$ cat src/rtl/uart_pkg.sv
// Shared constants and state encoding for the buffered UART.
package uart_pkg;

    localparam int DATA_BITS    = 8;
    localparam int OVERSAMPLE   = 16;
    localparam int START_SAMPLE = 8;

    typedef enum logic [1:0] {
        IDLE  = 2'd0,
        START = 2'd1,
        DATA  = 2'd2,
        STOP  = 2'd3
    } uart_state_t;

endpackage

$ cat src/rtl/sync_fifo.sv
// Single-clock byte FIFO with first-word-fall-through head and occupancy count.
module sync_fifo
    import uart_pkg::*;
#(
    parameter int AW = 4
) (
    input  logic                 clk,
    input  logic                 reset,
    input  logic                 push,
    input  logic [DATA_BITS-1:0] wdata,
    input  logic                 pop,
    output logic [DATA_BITS-1:0] rdata,
    output logic                 full,
    output logic                 empty,
    output logic [AW:0]          level
);

    localparam int DEPTH = 1 << AW;

    logic [DATA_BITS-1:0] mem_q [DEPTH];
    logic [AW-1:0]        wr_ptr_q, wr_ptr_d;
    logic [AW-1:0]        rd_ptr_q, rd_ptr_d;
    logic [AW:0]          level_q, level_d;
    logic                 do_push, do_pop;

    assign full  = (level_q == (AW+1)'(DEPTH));
    assign empty = (level_q == '0);
    assign level = level_q;
    assign rdata = mem_q[rd_ptr_q];

    // A pop frees a slot in the same cycle, so a full FIFO still accepts a push alongside it.
    assign do_pop  = pop && !empty;
    assign do_push = push && (!full || do_pop);

    always_comb begin
        wr_ptr_d = wr_ptr_q;
        rd_ptr_d = rd_ptr_q;
        level_d  = level_q;
        if (do_push) wr_ptr_d = wr_ptr_q + AW'(1);
        if (do_pop)  rd_ptr_d = rd_ptr_q + AW'(1);
        case ({do_push, do_pop})
            2'b10:   level_d = level_q + (AW+1)'(1);
            2'b01:   level_d = level_q - (AW+1)'(1);
            default: level_d = level_q;
        endcase
    end

    always_ff @(posedge clk) begin
        if (reset) begin
            wr_ptr_q <= '0;
            rd_ptr_q <= '0;
            level_q  <= '0;
        end else begin
            wr_ptr_q <= wr_ptr_d;
            rd_ptr_q <= rd_ptr_d;
            level_q  <= level_d;
        end
    end

    always_ff @(posedge clk) begin
        if (do_push) mem_q[wr_ptr_q] <= wdata;
    end

endmodule

$ cat src/rtl/uart_fifo.sv
// Buffered 8N1 UART: TX/RX FIFOs, programmable 16x baud divisor, sticky error flags.
//   state | meaning
//   IDLE  | TX: waiting for a queued byte / RX: waiting for a low line
//   START | start bit on the wire (TX) / start-bit qualification (RX)
//   DATA  | eight data bits, LSB first
//   STOP  | stop bit; RX may hold here after a framing error until the line is high
module uart_fifo
    import uart_pkg::*;
#(
    parameter int DIV_WIDTH = 16,
    parameter int FIFO_AW   = 4
) (
    input  logic                 clk,
    input  logic                 reset,
    input  logic [DIV_WIDTH-1:0] baud_div,
    input  logic [7:0]           tx_data,
    input  logic                 tx_write,
    output logic                 tx_full,
    output logic [FIFO_AW:0]     tx_level,
    output logic                 tx_busy,
    output logic [7:0]           rx_data,
    input  logic                 rx_read,
    output logic                 rx_empty,
    output logic [FIFO_AW:0]     rx_level,
    output logic                 rx_overrun,
    output logic                 rx_frame_err,
    input  logic                 err_clear,
    output logic                 txd,
    input  logic                 rxd
);

    localparam int TW = DIV_WIDTH + 4;

    // ---------------- TX ----------------
    uart_state_t          tx_state_q;
    logic [TW-1:0]        tx_timer_q;
    logic [TW-1:0]        tx_reload;
    logic [2:0]           tx_bit_q;
    logic [7:0]           tx_shift_q;
    logic                 txd_q;
    logic                 tx_empty;
    logic                 tx_pop;
    logic [7:0]           tx_head;

    // One bit is 16*(baud_div+1) clk; the down-counter runs reload..0 inclusive.
    assign tx_reload = {baud_div, 4'hF};
    assign tx_pop    = (tx_state_q == IDLE) && !tx_empty;
    assign tx_busy   = (tx_state_q != IDLE) || !tx_empty;
    assign txd       = txd_q;

    sync_fifo #(.AW(FIFO_AW)) u_tx_fifo (
        .clk   (clk),
        .reset (reset),
        .push  (tx_write),
        .wdata (tx_data),
        .pop   (tx_pop),
        .rdata (tx_head),
        .full  (tx_full),
        .empty (tx_empty),
        .level (tx_level)
    );

    always_ff @(posedge clk) begin
        if (reset) begin
            tx_state_q <= IDLE;
            tx_timer_q <= '0;
            tx_bit_q   <= '0;
            tx_shift_q <= '0;
            txd_q      <= 1'b1;
        end else begin
            if (tx_timer_q != '0) tx_timer_q <= tx_timer_q - TW'(1);
            case (tx_state_q)
                IDLE: begin
                    if (!tx_empty) begin
                        tx_shift_q <= tx_head;
                        tx_timer_q <= tx_reload;
                        txd_q      <= 1'b0;
                        tx_state_q <= START;
                    end
                end
                START: begin
                    if (tx_timer_q == '0) begin
                        tx_timer_q <= tx_reload;
                        txd_q      <= tx_shift_q[0];
                        tx_shift_q <= tx_shift_q >> 1;
                        tx_bit_q   <= '0;
                        tx_state_q <= DATA;
                    end
                end
                DATA: begin
                    if (tx_timer_q == '0) begin
                        tx_timer_q <= tx_reload;
                        if (tx_bit_q == 3'(DATA_BITS-1)) begin
                            txd_q      <= 1'b1;
                            tx_state_q <= STOP;
                        end else begin
                            txd_q      <= tx_shift_q[0];
                            tx_shift_q <= tx_shift_q >> 1;
                            tx_bit_q   <= tx_bit_q + 3'd1;
                        end
                    end
                end
                STOP: begin
                    if (tx_timer_q == '0) tx_state_q <= IDLE;
                end
                default: tx_state_q <= IDLE;
            endcase
        end
    end

    // ---------------- baud tick ----------------
    logic [DIV_WIDTH-1:0] baud_cnt_q;
    logic                 tick;

    // ">=" lets a lowered divisor take effect on the very next cycle.
    assign tick = (baud_cnt_q >= baud_div);

    always_ff @(posedge clk) begin
        if (reset)     baud_cnt_q <= '0;
        else if (tick) baud_cnt_q <= '0;
        else           baud_cnt_q <= baud_cnt_q + DIV_WIDTH'(1);
    end

    // ---------------- RX ----------------
    logic        rxd_meta_q, rxd_sync_q;
    uart_state_t rx_state_q;
    logic [3:0]  rx_tick_q;
    logic [2:0]  rx_bit_q;
    logic [7:0]  rx_shift_q;
    logic        rx_break_q;
    logic        rx_mid, rx_stop_sample, rx_push, rx_full;
    logic        rx_overrun_q, rx_frame_err_q;
    logic        overrun_set, frame_set;

    assign rx_mid         = tick && (rx_tick_q == 4'(OVERSAMPLE-1));
    assign rx_stop_sample = (rx_state_q == STOP) && !rx_break_q && rx_mid;
    assign rx_push        = rx_stop_sample && rxd_sync_q;
    assign frame_set      = rx_stop_sample && !rxd_sync_q;
    assign overrun_set    = rx_push && rx_full && !rx_read;

    sync_fifo #(.AW(FIFO_AW)) u_rx_fifo (
        .clk   (clk),
        .reset (reset),
        .push  (rx_push),
        .wdata (rx_shift_q),
        .pop   (rx_read),
        .rdata (rx_data),
        .full  (rx_full),
        .empty (rx_empty),
        .level (rx_level)
    );

    always_ff @(posedge clk) begin
        if (reset) begin
            rxd_meta_q <= 1'b1;
            rxd_sync_q <= 1'b1;
        end else begin
            rxd_meta_q <= rxd;
            rxd_sync_q <= rxd_meta_q;
        end
    end

    always_ff @(posedge clk) begin
        if (reset) begin
            rx_state_q <= IDLE;
            rx_tick_q  <= '0;
            rx_bit_q   <= '0;
            rx_shift_q <= '0;
            rx_break_q <= 1'b0;
        end else begin
            case (rx_state_q)
                IDLE: begin
                    if (!rxd_sync_q) begin
                        rx_tick_q  <= '0;
                        rx_state_q <= START;
                    end
                end
                START: begin
                    if (tick) begin
                        if (rx_tick_q == 4'(START_SAMPLE-1)) begin
                            rx_tick_q  <= '0;
                            rx_bit_q   <= '0;
                            rx_state_q <= rxd_sync_q ? IDLE : DATA;
                        end else begin
                            rx_tick_q <= rx_tick_q + 4'd1;
                        end
                    end
                end
                DATA: begin
                    if (tick) begin
                        if (rx_mid) begin
                            rx_tick_q  <= '0;
                            rx_shift_q <= {rxd_sync_q, rx_shift_q[7:1]};
                            if (rx_bit_q == 3'(DATA_BITS-1)) rx_state_q <= STOP;
                            else                             rx_bit_q   <= rx_bit_q + 3'd1;
                        end else begin
                            rx_tick_q <= rx_tick_q + 4'd1;
                        end
                    end
                end
                STOP: begin
                    if (rx_break_q) begin
                        if (rxd_sync_q) begin
                            rx_break_q <= 1'b0;
                            rx_state_q <= IDLE;
                        end
                    end else if (tick) begin
                        if (rx_mid) begin
                            rx_tick_q <= '0;
                            if (rxd_sync_q) rx_state_q <= IDLE;
                            else            rx_break_q <= 1'b1;
                        end else begin
                            rx_tick_q <= rx_tick_q + 4'd1;
                        end
                    end
                end
                default: rx_state_q <= IDLE;
            endcase
        end
    end

    // A new error event wins over a simultaneous clear.
    always_ff @(posedge clk) begin
        if (reset) begin
            rx_overrun_q   <= 1'b0;
            rx_frame_err_q <= 1'b0;
        end else begin
            if (overrun_set)    rx_overrun_q <= 1'b1;
            else if (err_clear) rx_overrun_q <= 1'b0;
            if (frame_set)      rx_frame_err_q <= 1'b1;
            else if (err_clear) rx_frame_err_q <= 1'b0;
        end
    end

    assign rx_overrun   = rx_overrun_q;
    assign rx_frame_err = rx_frame_err_q;

endmodule

$ cat config.mk
export PLATFORM = sky130hd
export DESIGN_NAME = uart_fifo
export DESIGN_NICKNAME = d
export VERILOG_FILES = /design/src/rtl/uart_pkg.sv /design/src/rtl/sync_fifo.sv /design/src/rtl/uart_fifo.sv
export SDC_FILE = /design/constraint.sdc
export NUM_CORES = 1
export LEC_CHECK = 0
export ABC_AREA = 1
export CAP_MARGIN = 0
export CORE_MARGIN = 5
export CORE_UTILIZATION = 30
export CTS_CLUSTER_DIAMETER = 200
export DETAILED_ROUTE_END_ITERATION = 10
export PLACE_DENSITY = 0.51
export SLEW_MARGIN = 15
export SYNTH_ARGS = -nofsm -noshare
export SYNTH_HDL_FRONTEND = slang
export SYNTH_HIERARCHICAL = 1
export SYNTH_SLANG_ARGS = --single-unit
export TNS_END_PERCENT = 30
$ cat constraint.sdc
create_clock -name clk -period 6.45 [get_ports clk]
set_input_delay 0.645 -clock clk [delete_from_list [all_inputs] [get_ports clk]]
set_output_delay 0.645 -clock clk [all_outputs]
set_load 0.05 [all_outputs]
==> flow_summary.ini <==
[place]
gp_congestion = 0.801
dpl.hpwl_um = 25300
io_buffer_count = 53

[sta]
setup_viol = 0
period_share = 0.632
post-route-min-period_ns = 4.08
fmax_mhz = 245
rsz0062_at_grt = no
tightest_slew_ns = 0.968
final-max-slew-violation-count = 0
hold_ws_ns = 0.416
slew_headroom = 0.352
hold_viol = 0
fin_worst_skew_ns = 0.0333
fin_setup_tns_ns = 0

[grt]
grt_max_degree = 129
grt-ovfl-total = 0
grt_pass1_vias = 11145
gr-usage-met2 = 0.209
grt_use_met1 = 0.172
top_usage_layer = met2
grt_pass1_wl_um = 61600
antenna_found_initial = 0
grt_usage = 0.127
met3_usage = 0.0234

[run_status]
status = finished, final reports clean

[floorplanning]
ios = 54
initial_core_util = 0.303
row_count = 86
fp.dieH_um = 246
die_w_um = 246
core_area_sq_um = 55100
die-area_sq_um = 60500

[power]
p_sw_mw = 2.33
powerDensity_nw_per_um2 = 362
p_leak_nw = 7.26
pwr-share-clk = 0.335
p_int_mw = 4.63
swShare = 0.335
pwr-share-seq = 0.397
max-vdd-ir-drop_uv = 271
combPwrFrac = 0.269

[synth]
seq_area_frac_synth = 0.587
synth_cells = 1682
postSynthAreaPerCell_sq_um = 9.93
netlist-cell-type-count = 53
ys_warn_count = 6
synth_edf_count = 256
synth-main-ff-cell = edfxtp_1
synthArstFlopShare = 0
syn_area_sq_um = 16700
synth_fp_nets = 1758
synth_seq_cells = 362

[clock_network]
cts-resized-gates = 0
clk_latency_ns = 0.56
htree_levels = 2
clock-root-buffer = clkbuf_16
hold_buffers = 0
clk_path_buf_depth = 3
cts_sinks = 362
cts-buffers-inserted = 40
cts_tree = done
cts_setup_buffers = 0
clkTransAtPathRegs_ns = 0.06

[cells_and_area]
syn_to_final_growth_pct = 15.0
nets = 1793
fill_cells = 5597
drive_gt1_frac = 0.0887
antennaDiodeCount = 0

[setup_path]
crit_top_cell = nand2_1
cpLargestDelayFamily = simple AND/OR/NAND/NOR gates
cp_data_required_time_ns = 6.64
slowest_delay_ns = 0.65
cp_cell_sequence = clkdlybuf4s50_1 > inv_1 > ha_1 > nand2_1 > nor3_1 > nand2_1 > nand2_2 > nand2_2 > nor3_1 > inv_1 > nor2_4 > nand2_1 > nor2_1
endpoint_kind = register
crit_fanout = 8
path_buf_inv = 3
cp-start-kind = primary input
critPathSlowestCell = nor2_1
crit_type = primary input to register
arrival_ns = 4.27

[run]
drv_cap = 0

[route]
routed_wl_um = 38700
drt_iter0_drc = 825
drc = 0
vias = 11446
wl_per_cell_um = 15.5
routed_via_density = 4.59
dr.pass1.iters = 5
ant_nets = 0

[min_path]
hold_path.class = register to register
-- layer usage --
| metal | vias up | wire, um |
|---|---|---|
| met3 | 57 | 1590 |
| met5 | - | 0 |
| met1 | 5410 | 18000 |
| met2 | 193 | 18300 |
| met4 | 0 | 820 |
| li1 | 5786 | - |
-- per-stage QoR --
| stage | instances | util | power (mW) | cell area [sq um] | setup WS, ns |
|---|---|---|---|---|---|
| CTS | 2495 | 0.348 | 7.05 | 19200 | 2.37 |
| global placement | 2422 | 0.324 | 4.68 | 17800 | 1.90 |
| finish | 2496 | 0.349 | 6.96 | 19200 | 2.37 |
| global route | 2496 | 0.349 | 7.39 | 19200 | 2.09 |
| floorplan | 1682 | - | 4.28 | 16700 | 3.09 |
| detailed placement | 2422 | 0.324 | 4.69 | 17800 | 1.77 |
-- placed cells by master (no fill, tap or decap), types with 8 or more instances in the layout --
cell             netlist  routed
a21oi_1              125     125
a21oi_2               10      10
clkbuf_16              0      41
clkdlybuf4s50_1        0      52
clkinv_2               2      10
dfxtp_1              106     102
edfxtp_1             256     256
ha_1                  44      44
inv_1                245     245
nand2_1              242     242
nand2_2               15      15
nand2_4                9       9
nand3_1              144     144
nor2_1               126     126
nor2_2                 9       9
nor2_4                11      11
nor3_1                 9       9
o211ai_1              66      66
o21ai_0               89      89
o21ai_1               17      17
or2_2                  8       8
xor2_1                12      12
-- cell usage after synthesis (12+ instances only) --
| cell | number | area, sq um |
|---|---|---|
| dfxtp_1 | 106 | 2120 |
| o21ai_0 | 89 | 445 |
| nand2_2 | 15 | 93.8 |
| clkbuf_1 | 24 | 90.1 |
| o211ai_1 | 66 | 495 |
| ha_1 | 44 | 551 |
| xor2_1 | 12 | 105 |
| nor2_1 | 126 | 473 |
| nand3_1 | 144 | 721 |
| buf_2 | 26 | 130 |
| edfxtp_1 | 256 | 7690 |
| a21oi_1 | 125 | 626 |
| inv_1 | 245 | 920 |
| nand2_1 | 242 | 908 |
| o21ai_1 | 17 | 85.1 |
-- power by group through the flow --
stage	clock network [mW]	logic (mW)	registers (mW)
2_1_floorplan	0	1.46	2.81
3_3_place_gp	0	1.87	2.81
3_5_place_dp	0	1.88	2.81
4_1_cts	2.40	1.89	2.76
5_1_grt	2.50	2.10	2.79
6_report	2.33	1.87	2.76
-- path summary, 6_finish.rpt --
kind	start	end	cells after the start	slack, ns
worst max-delay path	baud_div[15]	u_rx_fifo/mem_q[1][7]$_DFFE_PP_	13	2.37
worst min-delay path	rxd_meta_q$_SDFF_PP1_	rxd_sync_q$_SDFF_PP1_	1	0.42
worst max register to register	baud_cnt_q[15]$_SDFF_PP0_	u_rx_fifo/mem_q[1][7]$_DFFE_PP_	11	2.67
worst min register to register	rxd_meta_q$_SDFF_PP1_	rxd_sync_q$_SDFF_PP1_	1	0.42
-- area by class of cell --
cell class	instances	area (sq um)	area share
clock buffer	51	1080	0.0562
clock inverter	22	265	0.0138
inverter	253	972	0.0506
multi-input combinational	1002	5560	0.289
sequential	362	9820	0.511
tap	748	936	0.0487
timing repair buffer	58	583	0.0303
-- cells by family (layout without fill, tap and decap cells) --
| family | after synthesis | after routing | share of synthesized area |
|---|---|---|---|
| compound gates | 334 | 334 | 0.116 |
| xor+xnor | 16 | 16 | 0.00839 |
| fa+ha+maj | 46 | 46 | 0.0353 |
| buf+inv | 318 | 384 | 0.0800 |
| flops | 362 | 362 | 0.587 |
| simple gates | 606 | 606 | 0.174 |
-- sequential cells by signal, summed over array words and instances, names as in the netlist, named ones only --
register and cells:
baud_cnt_q 16, rx_bit_q 3, rx_break_q 1, rx_frame_err 1, rx_overrun 1, rx_shift_q 8
rx_state_q 1, rx_tick_q 4, rxd_meta_q 1, rxd_sync_q 1, tx_bit_q 3, tx_shift_q 8
tx_state_q 2, tx_timer_q 20, txd 1, u_rx_fifo/level 5, u_rx_fifo/mem_q 128, u_rx_fifo/rd_ptr_q 4
u_rx_fifo/wr_ptr_q 4, u_tx_fifo/level 5, u_tx_fifo/mem_q 128, u_tx_fifo/rd_ptr_q 4, u_tx_fifo/wr_ptr_q 4
Power figures use the tool's default switching activity.
